File: src/rtl/rv32e_pkg.sv
// Shared ISA constants, ALU op enum and memory map for the rv32e mini SoC.
package rv32e_pkg;

    localparam logic [31:0] RESET_PC_DEF = 32'h0000_0000;

    localparam logic [6:0] OP_LUI    = 7'b0110111;
    localparam logic [6:0] OP_AUIPC  = 7'b0010111;
    localparam logic [6:0] OP_JAL    = 7'b1101111;
    localparam logic [6:0] OP_JALR   = 7'b1100111;
    localparam logic [6:0] OP_BRANCH = 7'b1100011;
    localparam logic [6:0] OP_LOAD   = 7'b0000011;
    localparam logic [6:0] OP_STORE  = 7'b0100011;
    localparam logic [6:0] OP_IMM    = 7'b0010011;
    localparam logic [6:0] OP_REG    = 7'b0110011;

    localparam logic [2:0] F3_ADD  = 3'b000;
    localparam logic [2:0] F3_SLL  = 3'b001;
    localparam logic [2:0] F3_SLT  = 3'b010;
    localparam logic [2:0] F3_SLTU = 3'b011;
    localparam logic [2:0] F3_XOR  = 3'b100;
    localparam logic [2:0] F3_SR   = 3'b101;
    localparam logic [2:0] F3_OR   = 3'b110;
    localparam logic [2:0] F3_AND  = 3'b111;

    localparam logic [2:0] F3_BEQ  = 3'b000;
    localparam logic [2:0] F3_BNE  = 3'b001;
    localparam logic [2:0] F3_BLT  = 3'b100;
    localparam logic [2:0] F3_BGE  = 3'b101;
    localparam logic [2:0] F3_BLTU = 3'b110;
    localparam logic [2:0] F3_BGEU = 3'b111;

    localparam logic [2:0] F3_LB  = 3'b000;
    localparam logic [2:0] F3_LH  = 3'b001;
    localparam logic [2:0] F3_LW  = 3'b010;
    localparam logic [2:0] F3_LBU = 3'b100;
    localparam logic [2:0] F3_LHU = 3'b101;

    localparam logic [2:0] F3_SB = 3'b000;
    localparam logic [2:0] F3_SH = 3'b001;
    localparam logic [2:0] F3_SW = 3'b010;

    localparam logic [6:0] F7_BASE = 7'b0000000;
    localparam logic [6:0] F7_ALT  = 7'b0100000;

    localparam logic [31:0] RAM_BASE    = 32'h0000_1000;
    localparam logic [31:0] IO_IN_ADDR  = 32'h0000_2000;
    localparam logic [31:0] IO_OUT_ADDR = 32'h0000_2004;

    typedef enum logic [3:0] {
        ALU_ADD,
        ALU_SUB,
        ALU_SLL,
        ALU_SLT,
        ALU_SLTU,
        ALU_XOR,
        ALU_SRL,
        ALU_SRA,
        ALU_OR,
        ALU_AND
    } alu_op_e;

    function automatic alu_op_e alu_op_of(input logic [2:0] f3,
                                          input logic sub,
                                          input logic sra);
        alu_op_e op;
        case (f3)
            F3_ADD:  op = sub ? ALU_SUB : ALU_ADD;
            F3_SLL:  op = ALU_SLL;
            F3_SLT:  op = ALU_SLT;
            F3_SLTU: op = ALU_SLTU;
            F3_XOR:  op = ALU_XOR;
            F3_SR:   op = sra ? ALU_SRA : ALU_SRL;
            F3_OR:   op = ALU_OR;
            default: op = ALU_AND;
        endcase
        return op;
    endfunction

endpackage

File: src/rtl/rv32e_alu.sv
// Combinational 32-bit ALU with the comparator flags used by branches.
import rv32e_pkg::*;

module rv32e_alu (
    input  logic [31:0] a,
    input  logic [31:0] b,
    input  alu_op_e     op,
    output logic [31:0] result,
    output logic        eq,
    output logic        lt,
    output logic        ltu
);

    logic [4:0] shamt;

    assign shamt = b[4:0];
    assign eq    = (a == b);
    assign lt    = ($signed(a) < $signed(b));
    assign ltu   = (a < b);

    always_comb begin
        result = '0;
        unique case (op)
            ALU_ADD:  result = a + b;
            ALU_SUB:  result = a - b;
            ALU_SLL:  result = a << shamt;
            ALU_SLT:  result = {31'b0, lt};
            ALU_SLTU: result = {31'b0, ltu};
            ALU_XOR:  result = a ^ b;
            ALU_SRL:  result = a >> shamt;
            ALU_SRA:  result = $unsigned($signed(a) >>> shamt);
            ALU_OR:   result = a | b;
            ALU_AND:  result = a & b;
            default:  result = '0;
        endcase
    end

endmodule

File: src/rtl/rv32e_mini_soc.sv
// Single-cycle RV32E core with data RAM and 8-bit I/O port.
// Define RV32E_INPUT_SYNC_EN to put a two-flop synchroniser on i.
import rv32e_pkg::*;

module rv32e_mini_soc #(
    parameter int          DMEM_WORDS = 64,
    parameter logic [31:0] RESET_PC   = RESET_PC_DEF
) (
    input  logic        clk,
    input  logic        reset,
    output logic [31:0] program_addr_bus,
    input  logic [31:0] program_data_bus,
    input  logic [7:0]  i,
    output logic [7:0]  o
);

    localparam int AW = $clog2(DMEM_WORDS);

    logic [31:0] pc;
    logic [31:0] rf  [16];
    logic [31:0] ram [DMEM_WORDS];

    logic [31:0] instr;
    logic [6:0]  opcode;
    logic [4:0]  rd, rs1, rs2;
    logic [2:0]  f3;
    logic [6:0]  f7;
    logic [31:0] imm_i, imm_s, imm_b, imm_u, imm_j;
    logic [31:0] rs1_val, rs2_val, pc_plus4, br_target;

    logic        valid, rd_we, use_rs1, use_rs2, is_store, jump, legal;
    logic [31:0] alu_a, alu_b, alu_y, rd_wdata, target, pc_next;
    alu_op_e     alu_op;
    logic        eq, lt, ltu, taken;

    logic [31:0] mem_addr, rdata, shifted, ld_val, st_data;
    logic [AW-1:0] ram_idx;
    logic [15:0] ld_h;
    logic [3:0]  st_be;
    logic        in_ram, hit_in, hit_out;
    logic        wr_rf, wr_ram, wr_o;
    logic [7:0]  i_val;

    assign program_addr_bus = pc;
    assign instr  = program_data_bus;
    assign opcode = instr[6:0];
    assign rd     = instr[11:7];
    assign f3     = instr[14:12];
    assign rs1    = instr[19:15];
    assign rs2    = instr[24:20];
    assign f7     = instr[31:25];

    assign imm_i = {{20{instr[31]}}, instr[31:20]};
    assign imm_s = {{20{instr[31]}}, instr[31:25], instr[11:7]};
    assign imm_b = {{19{instr[31]}}, instr[31], instr[7],
                    instr[30:25], instr[11:8], 1'b0};
    assign imm_u = {instr[31:12], 12'b0};
    assign imm_j = {{11{instr[31]}}, instr[31], instr[19:12],
                    instr[20], instr[30:21], 1'b0};

    assign rs1_val   = (rs1[3:0] == 4'd0) ? '0 : rf[rs1[3:0]];
    assign rs2_val   = (rs2[3:0] == 4'd0) ? '0 : rf[rs2[3:0]];
    assign pc_plus4  = pc + 32'd4;
    assign br_target = pc + ((opcode == OP_JAL) ? imm_j : imm_b);

`ifdef RV32E_INPUT_SYNC_EN
    logic [7:0] i_meta, i_sync;

    always_ff @(posedge clk) begin
        if (reset) begin
            i_meta <= '0;
            i_sync <= '0;
        end else begin
            i_meta <= i;
            i_sync <= i_meta;
        end
    end

    assign i_val = i_sync;
`else
    assign i_val = i;
`endif

    rv32e_alu u_alu (
        .a      (alu_a),
        .b      (alu_b),
        .op     (alu_op),
        .result (alu_y),
        .eq     (eq),
        .lt     (lt),
        .ltu    (ltu)
    );

    always_comb begin
        taken = 1'b0;
        case (f3)
            F3_BEQ:  taken = eq;
            F3_BNE:  taken = !eq;
            F3_BLT:  taken = lt;
            F3_BGE:  taken = !lt;
            F3_BLTU: taken = ltu;
            F3_BGEU: taken = !ltu;
            default: taken = 1'b0;
        endcase
    end

    always_comb begin
        valid    = 1'b0;
        rd_we    = 1'b0;
        use_rs1  = 1'b0;
        use_rs2  = 1'b0;
        is_store = 1'b0;
        jump     = 1'b0;
        target   = br_target;
        alu_op   = ALU_ADD;
        alu_a    = rs1_val;
        alu_b    = imm_i;
        rd_wdata = alu_y;
        unique case (1'b1)
            opcode == OP_LUI: begin
                valid = 1'b1;
                rd_we = 1'b1;
                alu_a = '0;
                alu_b = imm_u;
            end
            opcode == OP_AUIPC: begin
                valid = 1'b1;
                rd_we = 1'b1;
                alu_a = pc;
                alu_b = imm_u;
            end
            opcode == OP_JAL: begin
                valid    = 1'b1;
                rd_we    = 1'b1;
                jump     = 1'b1;
                rd_wdata = pc_plus4;
            end
            opcode == OP_JALR: begin
                valid    = (f3 == 3'b000);
                rd_we    = 1'b1;
                use_rs1  = 1'b1;
                jump     = 1'b1;
                target   = alu_y;
                rd_wdata = pc_plus4;
            end
            opcode == OP_BRANCH: begin
                valid   = (f3 != 3'b010) && (f3 != 3'b011);
                use_rs1 = 1'b1;
                use_rs2 = 1'b1;
                alu_b   = rs2_val;
                jump    = taken;
            end
            opcode == OP_LOAD: begin
                valid    = f3 inside {F3_LB, F3_LH, F3_LW, F3_LBU, F3_LHU};
                rd_we    = 1'b1;
                use_rs1  = 1'b1;
                rd_wdata = ld_val;
            end
            opcode == OP_STORE: begin
                valid    = f3 inside {F3_SB, F3_SH, F3_SW};
                use_rs1  = 1'b1;
                use_rs2  = 1'b1;
                is_store = 1'b1;
                alu_b    = imm_s;
            end
            opcode == OP_IMM: begin
                valid   = (f3 == F3_SLL) ? (f7 == F7_BASE) :
                          (f3 == F3_SR)  ? (f7 == F7_BASE || f7 == F7_ALT) :
                          1'b1;
                rd_we   = 1'b1;
                use_rs1 = 1'b1;
                alu_op  = alu_op_of(f3, 1'b0, f7[5]);
            end
            opcode == OP_REG: begin
                valid   = (f7 == F7_BASE) ||
                          (f7 == F7_ALT && (f3 == F3_ADD || f3 == F3_SR));
                rd_we   = 1'b1;
                use_rs1 = 1'b1;
                use_rs2 = 1'b1;
                alu_b   = rs2_val;
                alu_op  = alu_op_of(f3, f7[5], f7[5]);
            end
            default: ;
        endcase
    end

    // Register indices are only checked in fields the format actually uses.
    assign legal = valid && !(rd_we && rd[4]) &&
                   !(use_rs1 && rs1[4]) && !(use_rs2 && rs2[4]);
    assign pc_next = (legal && jump) ? {target[31:2], 2'b00} : pc_plus4;

    assign mem_addr = alu_y;
    assign ram_idx  = mem_addr[AW+1:2];
    assign in_ram   = (mem_addr[31:8] == RAM_BASE[31:8]);
    assign hit_in   = (mem_addr[31:2] == IO_IN_ADDR[31:2]);
    assign hit_out  = (mem_addr[31:2] == IO_OUT_ADDR[31:2]);

    always_comb begin
        rdata = '0;
        unique case (1'b1)
            in_ram:  rdata = ram[ram_idx];
            hit_in:  rdata = {24'b0, i_val};
            hit_out: rdata = {24'b0, o};
            default: rdata = '0;
        endcase
    end

    assign shifted = rdata >> {mem_addr[1:0], 3'b000};
    assign ld_h    = mem_addr[1] ? rdata[31:16] : rdata[15:0];

    always_comb begin
        ld_val = '0;
        case (f3)
            F3_LB:   ld_val = {{24{shifted[7]}}, shifted[7:0]};
            F3_LH:   ld_val = {{16{ld_h[15]}}, ld_h};
            F3_LW:   ld_val = rdata;
            F3_LBU:  ld_val = {24'b0, shifted[7:0]};
            F3_LHU:  ld_val = {16'b0, ld_h};
            default: ld_val = '0;
        endcase
    end

    always_comb begin
        st_be   = 4'b0000;
        st_data = rs2_val;
        case (f3)
            F3_SB: begin
                st_be   = 4'b0001 << mem_addr[1:0];
                st_data = {4{rs2_val[7:0]}};
            end
            F3_SH: begin
                st_be   = mem_addr[1] ? 4'b1100 : 4'b0011;
                st_data = {2{rs2_val[15:0]}};
            end
            F3_SW:   st_be = 4'b1111;
            default: st_be = 4'b0000;
        endcase
    end

    assign wr_rf  = legal && rd_we && (rd[3:0] != 4'd0);
    assign wr_ram = legal && is_store && in_ram;
    assign wr_o   = legal && is_store && hit_out;

    always_ff @(posedge clk) begin
        if (reset) begin
            pc <= RESET_PC;
            o  <= '0;
            for (int k = 0; k < 16; k++) rf[k] <= '0;
        end else begin
            pc <= pc_next;
            if (wr_rf) rf[rd[3:0]] <= rd_wdata;
            if (wr_o)  o <= rs2_val[7:0];
        end
    end

    // RAM is deliberately not cleared by reset; reset only blocks the write.
    always_ff @(posedge clk) begin
        if (!reset && wr_ram) begin
            for (int b = 0; b < 4; b++)
                if (st_be[b]) ram[ram_idx][8*b +: 8] <= st_data[8*b +: 8];
        end
    end

endmodule

File: config.mk
export PLATFORM = sky130hd
export DESIGN_NAME = rv32e_mini_soc
export DESIGN_NICKNAME = d
export VERILOG_FILES = /design/src/rtl/rv32e_pkg.sv /design/src/rtl/rv32e_alu.sv /design/src/rtl/rv32e_mini_soc.sv
export SDC_FILE = /design/constraint.sdc
export NUM_CORES = 2
export LEC_CHECK = 0
export ABC_CLOCK_PERIOD_IN_PS = 12740
export CORE_MARGIN = 2
export CORE_UTILIZATION = 58
export DETAILED_ROUTE_END_ITERATION = 10
export PLACE_DENSITY = 0.77
export RECOVER_POWER = 100
export SYNTH_ARGS = -nofsm -noshare
export SYNTH_HDL_FRONTEND = slang
export SYNTH_SLANG_ARGS = --single-unit
File: constraint.sdc
create_clock -name clk -period 12.74 [get_ports clk]
set_input_delay 3.822 -clock clk [delete_from_list [all_inputs] [get_ports clk]]
set_output_delay 3.822 -clock clk [all_outputs]
set_load 0.03 [all_outputs]
==> results.py <==
metrics = {
    "critical_path": {
        "arrival_ns": 13.36,
        "cpMostUsedCell": "buf_4",
        "start_kind": "primary input",
        "worst-path-max-fanout": 54,
        "r2r-end": "rf[15][16]",
        "reg2regPathDepth": 28,
        "crit_type": "primary input to flop",
        "cpMaxStageDelayCell": "o21ai_0",
        "worstReg2RegStart": "rf[7][2]",
        "max_stage_delay_ns": 1.43,
        "cp.required_ns": 13.32,
        "endpoint_kind": "flop",
        "rrSetupSlack_ns": 3.26,
    },
    "timing": {
        "layout_setup_ws_ns": -0.0365,
        "finalHoldViolations": 0,
        "slew_headroom": -1.64,
        "max_freq_mhz": 78.3,
        "worst_slew_pin_slew_ns": 3.96,
        "setup_viol_count_final": 50,
        "fin_crit_sh": 1.00,
        "slew_violations": 2635,
        "fin_tns_setup_ns": -0.914,
        "finalClockSkew_ns": 0.0913,
        "rsz0062_at_grt": "false",
        "period_minus_slack_ns": 12.78,
    },
    "run_status": {
        "violations": "capacitance limit, slew limit, setup timing",
        "status": "finished, violations left",
    },
    "route": {
        "vias": 99600,
        "final_antenna_net_count": 0,
        "dr.pass1.iters": 6,
        "drc": 0,
        "wire_per_inst_um": 35.3,
        "drt-initial-drc-count": 17300,
        "viasPerCell": 7.27,
        "drt_wl_total_mm": 484,
    },
    "placement": {
        "place_congestion": 1.04,
        "place_inst": 13200,
        "dpl.hpwl_mm": 319,
        "port_buffers": 79,
        "place_area_um2": 134000,
    },
    "synth": {
        "syn_area_um2": 125000,
        "ys.flop_type": "edfxtp_1",
        "yosysUniqueCellTypes": 112,
        "syn-instance-count": 10200,
        "synth_seq_cells": 2598,
        "yosysSeqAreaShare": 0.619,
        "synth_edf_count": 2560,
        "yosys_warnings": 0,
        "async_flop_share": 0,
        "avgSynthCellArea_um2": 12.3,
    },
    "pwr": {
        "finalPower_mw": 24.1,
        "ir_drop_v": 0.000163,
        "cellLeakagePower_nw": 48.9,
        "powerDensity_nw_per_um2": 171,
    },
    "global_route": {
        "gr-total-overflow": 0,
        "grt_max_degree": 123,
        "track_usage": 0.433,
        "antenna_found_initial": 30,
        "grt_pass1_vias": 95000,
        "grt_pass1_wl_mm": 683,
    },
    "cells_and_area": {
        "syn_to_final_growth_pct": 12.5,
        "design_area_um2": 141000,
        "drive_gt1_frac": 0.139,
        "finalNetCount": 10800,
        "finish.cell_count_without_fillers": 13700,
    },
    "floorplanning": {
        "die_h_um": 469,
        "rows": 170,
        "die-width_um": 469,
        "core_area_um2": 215000,
        "io_pins": 82,
        "start_util": 0.584,
        "fp.dieArea_um2": 220000,
    },
    "worst_hold_path": {
        "whs_path_depth": 2,
        "min-delay-start": "o[3]",
        "min_path_type": "flop to flop",
        "hold_end": "o[3]",
    },
    "clock_tree": {
        "cts_tree": "done",
        "cts_made_buffers": 282,
        "cts_max_path_buffers": 4,
        "cts_setup_buffers": 0,
        "clk-insertion-delay-late_ns": 0.96,
        "cts_max_level": 5,
        "numClockSinks": 2598,
        "root_buffer": "clkbuf_16",
        "clkTransAtPathRegs_ns": 0.06,
    },
    "run": {
        "drv_cap": 58,
    },
}
==> worst max-delay path by stage <==
stage,slack [ns],depth (start not counted),endpoint,start
after global placement,-0.74,29,rf[10][20],program_data_bus[16]
after floorplan,0.20,28,ram[36][24],program_data_bus[20]
after detailed placement,-0.81,25,rf[5][11],program_data_bus[16]
final,-0.04,27,ram[54][5],program_data_bus[20]
after CTS,0.1,25,rf[5][11],program_data_bus[16]
after global routing,0.02,29,rf[10][20],program_data_bus[16]
==> logic make-up (layout without fill, tap and decap cells) <==
kind of cell | Yosys count | in the layout | synth area share
AO/OA/AOI/OAI | 2269 | 2269 | 0.126
XOR/XNOR | 68 | 68 | 0.00475
adder cells (fa/ha/maj) | 136 | 136 | 0.0138
buffers and inverters | 993 | 1591 | 0.0352
flip-flops | 2598 | 2598 | 0.619
multiplexers | 589 | 589 | 0.0732
other | 1 | 55 | 0.0000299
AND/OR/NAND/NOR | 3557 | 3557 | 0.128
==> synth_stat cells (21+ instances only) <==
| library cell | instances | area [um2] |
|---|---|---|
| a221oi_1 | 56 | 490 |
| inv_1 | 105 | 394 |
| a211o_1 | 33 | 289 |
| a22o_1 | 26 | 228 |
| nor2_1 | 533 | 2000 |
| a21o_1 | 27 | 203 |
| o21a_1 | 22 | 165 |
| mux2i_1 | 274 | 2740 |
| o2bb2ai_1 | 21 | 184 |
| or2_2 | 30 | 188 |
| buf_1 | 89 | 334 |
| nand2_1 | 1654 | 6210 |
| xor2_1 | 24 | 210 |
| a32oi_1 | 23 | 201 |
| edfxtp_1 | 2560 | 76900 |
| nor2b_1 | 48 | 300 |
| buf_4 | 51 | 383 |
| ha_1 | 133 | 1660 |
| or3_1 | 27 | 169 |
| a22oi_1 | 55 | 413 |
| nor3_1 | 257 | 1290 |
| nand4_1 | 27 | 169 |
| a21oi_1 | 612 | 3060 |
| nand2b_1 | 35 | 219 |
| a211oi_1 | 304 | 2280 |
| o21ai_1 | 39 | 195 |
| xnor2_1 | 44 | 385 |
| dfxtp_1 | 38 | 761 |
| mux4_2 | 256 | 5770 |
| clkbuf_1 | 401 | 1510 |
| o211ai_1 | 63 | 473 |
| a311oi_1 | 233 | 2040 |
| o22ai_1 | 28 | 175 |
| and3_1 | 307 | 1920 |
| a31oi_1 | 200 | 1250 |
| nand3_1 | 473 | 2370 |
| buf_2 | 327 | 1640 |
| nor4_1 | 75 | 469 |
| mux2_2 | 55 | 619 |
| a2111oi_0 | 24 | 210 |
| o21bai_1 | 28 | 210 |
| o21ai_0 | 215 | 1080 |
==> routing by layer <==
metal | global-route usage | vias up | routed length (um)
met4 | 0.331 | 30 | 45600
met2 | 0.637 | 9013 | 210000
met3 | 0.124 | 2086 | 68600
met1 | 0.546 | 48200 | 160000
li1 | - | 40200 | -
met5 | 0.00130 | - | 225
==> timing repair <==
item / CTS / global route
resized for setup: 0 / 4
hold buffers: 0 / 0
setup endpoints to repair: 0 / 391
==> worst max-delay path, delay by kind of cell <==
kind | cells | cell delay [ns]
AO/OA/AOI/OAI | 9 | 4.12
adder cells (fa/ha/maj) | 1 | 0.31
buffers and inverters | 7 | 1.83
AND/OR/NAND/NOR | 10 | 3.16
==> report_power, final <==
group,switching (mW),internal [mW],total [mW]
clock network,3.33,4.32,7.66
logic,4.88,1.83,6.71
registers,0.0414,9.67,9.71
total,8.26,15.8,24.1
==> flip-flops by register name, summed over array words and instances, names as in the netlist <==
signal / count
ram: 2048
o: 8
rf: 512
program_addr_bus: 30
==> layout make-up <==
class,instances,area (um2)
Sequential cell,2598,77600
Inverter,115,432
Fill cell,15500,73800
Clock buffer,334,7340
Multi-Input combinational cell,6653,43800
Timing Repair Buffer,1003,7230
Clock inverter,139,1020
Antenna cell,21,52.6
Tap cell,2838,3550
==> cells in the final DEF, fill, tap and decap left out, drive strengths merged, types with 48 or more instances in the layout <==
master  Yosys  layout
edfxtp   2560    2560
nand2    1654    1654
clkbuf    401     722
a21oi     614     614
buf       477     543
nor2      535     535
nand3     475     475
a211oi    309     309
and3      307     307
mux2i     275     275
o21ai     270     270
nor3      260     260
mux4      256     256
a311oi    233     233
a31oi     200     200
ha        133     133
inv       112     121
clkinv      3     113
nor4       79      79
o211ai     63      63
mux2       58      58
a221oi     57      57
a22oi      55      55
nor2b      48      48
==> stage by stage <==
step	utilization	hold WS [ns]	worst slack (ns)
after global routing	0.656	0.696	0.0180
after CTS	0.665	0.685	0.0969
final	0.657	0.681	-0.0365
after floorplan	-	0.627	0.204
after global placement	0.626	0.669	-0.742
after detailed placement	0.626	0.679	-0.809
Power figures use the tool's default switching activity.
